`src/rtl/time_disp_pkg.sv`:
```
// Shared constants for the BCD time word and the 7-segment display path.
// Segment patterns are active-high, ordered {g,f,e,d,c,b,a}.
package time_disp_pkg;

  localparam int unsigned TIME_W = 20;

  // Field positions within the packed BCD time word (shared with the counter)
  localparam int unsigned SEC_L_LSB = 0;
  localparam int unsigned SEC_L_W   = 4;
  localparam int unsigned SEC_H_LSB = 4;
  localparam int unsigned SEC_H_W   = 3;
  localparam int unsigned MIN_L_LSB = 7;
  localparam int unsigned MIN_L_W   = 4;
  localparam int unsigned MIN_H_LSB = 11;
  localparam int unsigned MIN_H_W   = 3;
  localparam int unsigned HOU_L_LSB = 14;
  localparam int unsigned HOU_L_W   = 4;
  localparam int unsigned HOU_H_LSB = 18;
  localparam int unsigned HOU_H_W   = 2;

  localparam logic [2:0] DIG_SEC_L = 3'd0;
  localparam logic [2:0] DIG_SEC_H = 3'd1;
  localparam logic [2:0] DIG_MIN_L = 3'd2;
  localparam logic [2:0] DIG_MIN_H = 3'd3;
  localparam logic [2:0] DIG_HOU_L = 3'd4;
  localparam logic [2:0] DIG_HOU_H = 3'd5;

  localparam logic [6:0] SEG_0    = 7'h3F;
  localparam logic [6:0] SEG_1    = 7'h06;
  localparam logic [6:0] SEG_2    = 7'h5B;
  localparam logic [6:0] SEG_3    = 7'h4F;
  localparam logic [6:0] SEG_4    = 7'h66;
  localparam logic [6:0] SEG_5    = 7'h6D;
  localparam logic [6:0] SEG_6    = 7'h7D;
  localparam logic [6:0] SEG_7    = 7'h07;
  localparam logic [6:0] SEG_8    = 7'h7F;
  localparam logic [6:0] SEG_9    = 7'h6F;
  localparam logic [6:0] SEG_DASH = 7'h40;
  localparam logic [6:0] SEG_OFF  = 7'h00;

  // Select one digit of the time word, zero-extending the narrow fields
  function automatic logic [3:0] field_digit(input logic [TIME_W-1:0] t, input logic [2:0] idx);
    logic [3:0] d;
    d = 4'd0;
    unique case (idx)
      DIG_SEC_L: d = t[SEC_L_LSB +: SEC_L_W];
      DIG_SEC_H: d = {1'b0, t[SEC_H_LSB +: SEC_H_W]};
      DIG_MIN_L: d = t[MIN_L_LSB +: MIN_L_W];
      DIG_MIN_H: d = {1'b0, t[MIN_H_LSB +: MIN_H_W]};
      DIG_HOU_L: d = t[HOU_L_LSB +: HOU_L_W];
      DIG_HOU_H: d = {2'b00, t[HOU_H_LSB +: HOU_H_W]};
      default:   d = 4'd0;
    endcase
    return d;
  endfunction

endpackage

```
`src/rtl/bcd_to_seg7.sv`:
```
// Combinational BCD to 7-segment decoder; values above 9 show a dash.
module bcd_to_seg7 (
  input  logic [3:0] bcd_i,
  output logic [6:0] seg_o
);
  import time_disp_pkg::*;

  always_comb begin
    seg_o = SEG_DASH;
    case (bcd_i)
      4'd0:    seg_o = SEG_0;
      4'd1:    seg_o = SEG_1;
      4'd2:    seg_o = SEG_2;
      4'd3:    seg_o = SEG_3;
      4'd4:    seg_o = SEG_4;
      4'd5:    seg_o = SEG_5;
      4'd6:    seg_o = SEG_6;
      4'd7:    seg_o = SEG_7;
      4'd8:    seg_o = SEG_8;
      4'd9:    seg_o = SEG_9;
      default: seg_o = SEG_DASH;
    endcase
  end

endmodule

```
`src/rtl/time_display_scan.sv`:
```
// Six-digit multiplexed 7-segment scanner for the packed BCD hh.mm.ss time word.
// The time word is captured once per frame so a frame never mixes two times.
module time_display_scan #(
  parameter int unsigned SLOT_CYC    = 8333,
  parameter int unsigned BLANK_CYC   = 16,
  parameter bit          SEG_ACT_LOW = 1'b1,
  parameter bit          DIG_ACT_LOW = 1'b1
) (
  input  logic        clk_sys,
  input  logic        rstn,
  input  logic [19:0] time_in,
  input  logic        blank_lead,
  output logic [6:0]  seg,
  output logic        dp,
  output logic [5:0]  dig_sel
);
  import time_disp_pkg::*;

  localparam int unsigned CntW   = (SLOT_CYC > 1) ? $clog2(SLOT_CYC) : 1;
  localparam logic [6:0]  SegInv = SEG_ACT_LOW ? 7'h7F : 7'h00;
  localparam logic        DpInv  = SEG_ACT_LOW;
  localparam logic [5:0]  DigInv = DIG_ACT_LOW ? 6'h3F : 6'h00;

  logic [CntW-1:0]   cnt_q, cnt_d;
  logic [2:0]        idx_q, idx_d;
  logic [TIME_W-1:0] snap_q, snap_d;
  logic [6:0]        seg_q, seg_d;
  logic              dp_q, dp_d;
  logic [5:0]        dig_q, dig_d;

  logic              tick;
  logic [3:0]        digit;
  logic [6:0]        dec_seg;
  logic [6:0]        seg_raw;
  logic              dp_raw;
  logic [5:0]        dig_raw;

  bcd_to_seg7 u_dec (
    .bcd_i (digit),
    .seg_o (dec_seg)
  );

  always_comb begin
    tick   = (cnt_q == CntW'(SLOT_CYC - 1));
    cnt_d  = tick ? '0 : cnt_q + 1'b1;
    idx_d  = idx_q;
    snap_d = snap_q;
    if (tick) begin
      idx_d = (idx_q == DIG_HOU_H) ? DIG_SEC_L : idx_q + 3'd1;
      if (idx_q == DIG_HOU_H) begin
        snap_d = time_in;
      end
    end

    digit   = field_digit(snap_q, idx_q);
    seg_raw = dec_seg;
    if (blank_lead && (idx_q == DIG_HOU_H) && (snap_q[HOU_H_LSB +: HOU_H_W] == 2'b00)) begin
      seg_raw = SEG_OFF;
    end
    // Colon dots between hh.mm.ss, blinking with the seconds LSB
    dp_raw = ((idx_q == DIG_MIN_L) || (idx_q == DIG_HOU_L)) && !snap_q[SEC_L_LSB];

    // Select is dropped on the slot's last cycle as well, so the dark gap before
    // the next digit covers BLANK_CYC+1 cycles of the registered output.
    dig_raw = '0;
    if ((cnt_q >= CntW'(BLANK_CYC)) && !tick) begin
      dig_raw = 6'b000001 << idx_q;
    end

    seg_d = seg_raw ^ SegInv;
    dp_d  = dp_raw ^ DpInv;
    dig_d = dig_raw ^ DigInv;
  end

  always_ff @(posedge clk_sys or negedge rstn) begin
    if (!rstn) begin
      cnt_q  <= '0;
      idx_q  <= DIG_SEC_L;
      snap_q <= '0;
      seg_q  <= SegInv;
      dp_q   <= DpInv;
      dig_q  <= DigInv;
    end else begin
      cnt_q  <= cnt_d;
      idx_q  <= idx_d;
      snap_q <= snap_d;
      seg_q  <= seg_d;
      dp_q   <= dp_d;
      dig_q  <= dig_d;
    end
  end

  assign seg     = seg_q;
  assign dp      = dp_q;
  assign dig_sel = dig_q;

endmodule

```
`config.mk`:
```
export PLATFORM = sky130hd
export DESIGN_NAME = time_display_scan
export DESIGN_NICKNAME = d
export VERILOG_FILES = /design/src/rtl/time_disp_pkg.sv /design/src/rtl/bcd_to_seg7.sv /design/src/rtl/time_display_scan.sv
export SDC_FILE = /design/constraint.sdc
export NUM_CORES = 1
export LEC_CHECK = 0
export ABC_CLOCK_PERIOD_IN_PS = 2700
export CELL_PAD_IN_SITES_DETAIL_PLACEMENT = 1
export CELL_PAD_IN_SITES_GLOBAL_PLACEMENT = 1
export CORE_UTILIZATION = 40
export CTS_CLUSTER_DIAMETER = 150
export CTS_CLUSTER_SIZE = 16
export DETAILED_ROUTE_END_ITERATION = 16
export PLACE_DENSITY_LB_ADDON = 0.1
export SLEW_MARGIN = 10
export SYNTH_ARGS = -nofsm -noshare
export SYNTH_HDL_FRONTEND = slang
export SYNTH_HIERARCHICAL = 1
export SYNTH_SLANG_ARGS = --single-unit
```
`constraint.sdc`:
```
create_clock -name clk_sys -period 2.7 [get_ports clk_sys]
set_input_delay 0.27 -clock clk_sys [delete_from_list [all_inputs] [get_ports clk_sys]]
set_output_delay 0.27 -clock clk_sys [all_outputs]
set_load 0.02 [all_outputs]
```
==> summary.md <==
| Metric | Value |
|---|---|
| Synth top area share | 37.9% |
| Dominant cell type by area after synthesis | dfrtp_1 |
| Pre-CTS setup slack | approximately 320 ps |
| Final Worst Setup Slack | 213 ps |
| Drt drc | 0 |
| Smallest hold slack | 114 ps |
| Via count | approximately 1600 |
| Layout Utilization | about half |
| Vias in the first global route | ~1700 |
| Worst Clk Skew | 5.98 ps |
| Data required, critical path | 2940 ps |
| I/O pin count | 37 |
| Routed vias/inst | 5.08 |
| Hold WC Path Type | in -> async |
| Synth Instances | 209 |
| Avg Cell Area, Syn | around 12 µm² |
| Final period utilization | between 90 and 100% |
| Skew-Pair Late Insertion Delay | 300 ps |
| Max Slew Vio Count | 0 |
| Clock period minus worst slack | between 2000 and 2500 ps |
| HPWL Detailed | 3.49 mm |
| Final Non-Filler Cells | 324 |
| DIE AREA | 0.00642 mm² |
| Crit path launch type | flip-flop |
| # clock sinks | 51 |
| Most frequent cell after synthesis | dfrtp_1 |
| Main synth FF type | dfrtp_1 |
| Area Overhead vs Synth | 20.6% |
| Placeable Area | slightly below 0.006 mm² |
| Starting DRT DRC Count | 68 |
| Crit end category | flip-flop |
| Overflow after GRT | 0 |
| TNS Setup | 0 ps |
| P per Cell Area | about 420 mW/mm² |
| Slew margin rel. | 34.7% |
| Initial Util | 41.2% |
| Max Fclk | 402 MHz |
| Clock transition at path regs | 90 ps |
| Synthesized area | 0.00244 mm² |
| Static leakage | 1.36 nW |
| Placed Cells | 316 |
| Critical path class | reg -> reg |
| Hold_buf cts | 0 |
| Synth cell count leaders | dfrtp_1 (37), mux2_1 (20), nor2_1 (18) |
| Layout net count | 280 |
| Gpl congestion | 0.816 |
| Die Height | 80.1 µm |
| Final Hold Fails | 0 |
| Peak supply drop | approximately 0.22 mV |
| Maximum clock path buffer count | 2 |
| Total CTS buffers | 5 |
| Synth top area cells | dfrtp_1 (38%), dfstp_2 (15%), mux2_1 (9.2%) |
| IO Port Bufs | 36 |
| Crit-path max FO | 12 |
| Worst-Margin Slew | 980 ps |
| RSZ-0062 raised after global routing | false |
| Total GRT Usage | about 17% |
| Final setup vio count | 0 |
| Largest net degree at the start of global routing | 44 |
| Antenna Violating Nets Remaining | 0 |
| Number of flops mapped to enable cells by yosys | 0 |
| #FFs+latches synth | just over 50 |
| Wire length per cell | between 10 and 15 µm |
| First-pass GRT wire length | approximately 8.4 mm |
| Placement Rows | 28 |
| FFs w/ async S/R, synth | 100% |
| CP Data Arrival Time | 2730 ps |
| MaxCap Viol Count | 0 |
| ANT cells | 0 |
| Drt pass-1 iters | 6 |
| Initial antenna violation count | 0 |
| Syn Nets | ~240 |
| Outcome | finished clean |
| Final wirelength | between 4 and 5 mm |
| Syn. warnings | 6 |
| Register area share after synthesis | 53.0% |
| CTS tree | built |
| Root Buffer | clkbuf_8 |
| H-tree depth | 2 |
| Yosys cell types | 41 |
| Layout cells sized above 1 | 15.3% |
| Chip width | about 80 µm |
cell usage in the layout, fill, tap and decap left out, types with 5 or more instances in the layout:
cell and count:
nor2_1 18, xnor2_1 8, dfrtp_1 37, nand3_1 11
xor2_1 6, clkdlybuf4s50_1 35, nand2_1 16, buf_4 5
dfstp_2 14, clkbuf_8 5, inv_1 9, mux2_1 20
ha_1 9
metal layers:
metal / up-vias / wire [µm] / GRT usage, % / share of wire [%]
li1: 788 / - / - / -
met5: - / 0 / 0 / 0
met4: 0 / 70 / 6.43 / 1.4
met1: 817 / 2390 / 23.4 / 49
met3: 7 / 150 / 3.07 / 3.1
met2: 34 / 2230 / 27.9 / 46
per-stage QoR:
stage	power, W	cell area, µm²
after detailed placement	0.000828	2860
after global placement	0.000828	2860
after CTS	0.00127	2940
after floorplan	0.000779	2440
after global routing	0.00130	2940
final	0.00124	2940
final timing paths:
kind                                  startpoint               endpoint  slack, ps  cells past startpoint
max reg2reg                 idx_q[0]$_DFFE_PN0N_       seg[5]$_DFF_PN1_        210                      8
max in group asynchronous                   rstn       seg[5]$_DFF_PN1_       1830                      2
min reg2reg                snap_q[1]$_DFFE_PN0P_  snap_q[1]$_DFFE_PN0P_        490                      1
min in group clk_sys       snap_q[1]$_DFFE_PN0P_  snap_q[1]$_DFFE_PN0P_        490                      1
min                                         rstn     cnt_q[9]$_DFF_PN0_        110                      1
max                         idx_q[0]$_DFFE_PN0N_       seg[5]$_DFF_PN1_        210                      8
worst max-delay path, cell delays in order (launching register included):
cell,delay (ps)
dfrtp_1,610
nor2b_1,400
a22oi_1,150
o221ai_1,380
inv_1,180
ha_1,250
nor2b_1,130
o31a_1,260
nand2_1,60
repair_timing:
action                                  CTS  global route
resized for setup                         0             1
buffers inserted                          0             0
endpoints found under the setup margin    0             2
logic make-up after synthesis:
group | count (synthesis) | share of synthesized area, %
mux | 28 | 12.9
flops | 51 | 53.0
compound gates | 20 | 5.48
fa+ha+maj | 9 | 4.61
buf+inv | 18 | 4.20
xor+xnor | 14 | 5.02
simple gates | 69 | 14.8
where the power goes:
group,internal (W),total (W),switching [W],leakage (nW)
registers,0.000764,0.000764,0,0.648
clock network,0.000182,0.000431,0.000249,0.0412
logic,0.0000289,0.0000480,0.0000191,0.669
total,0.000975,0.00124,0.000269,1.36
flip-flops by register name, indices dropped and copies added (netlist names):
signal and count:
idx_q 3, dp 1, seg 7, cnt_q 14, dig_sel 6, snap_q 20
area by class of cell:
cell class	count	area [µm²]
clock buffers	6	72.6
clock inverters	2	12.5
fillers	648	2980
inverters	9	33.8
multi-input cells	140	1040
flip-flops and latches	51	1290
well taps	75	93.8
repair buffers	41	393
Note: power is estimated with default switching activity, not from simulation.
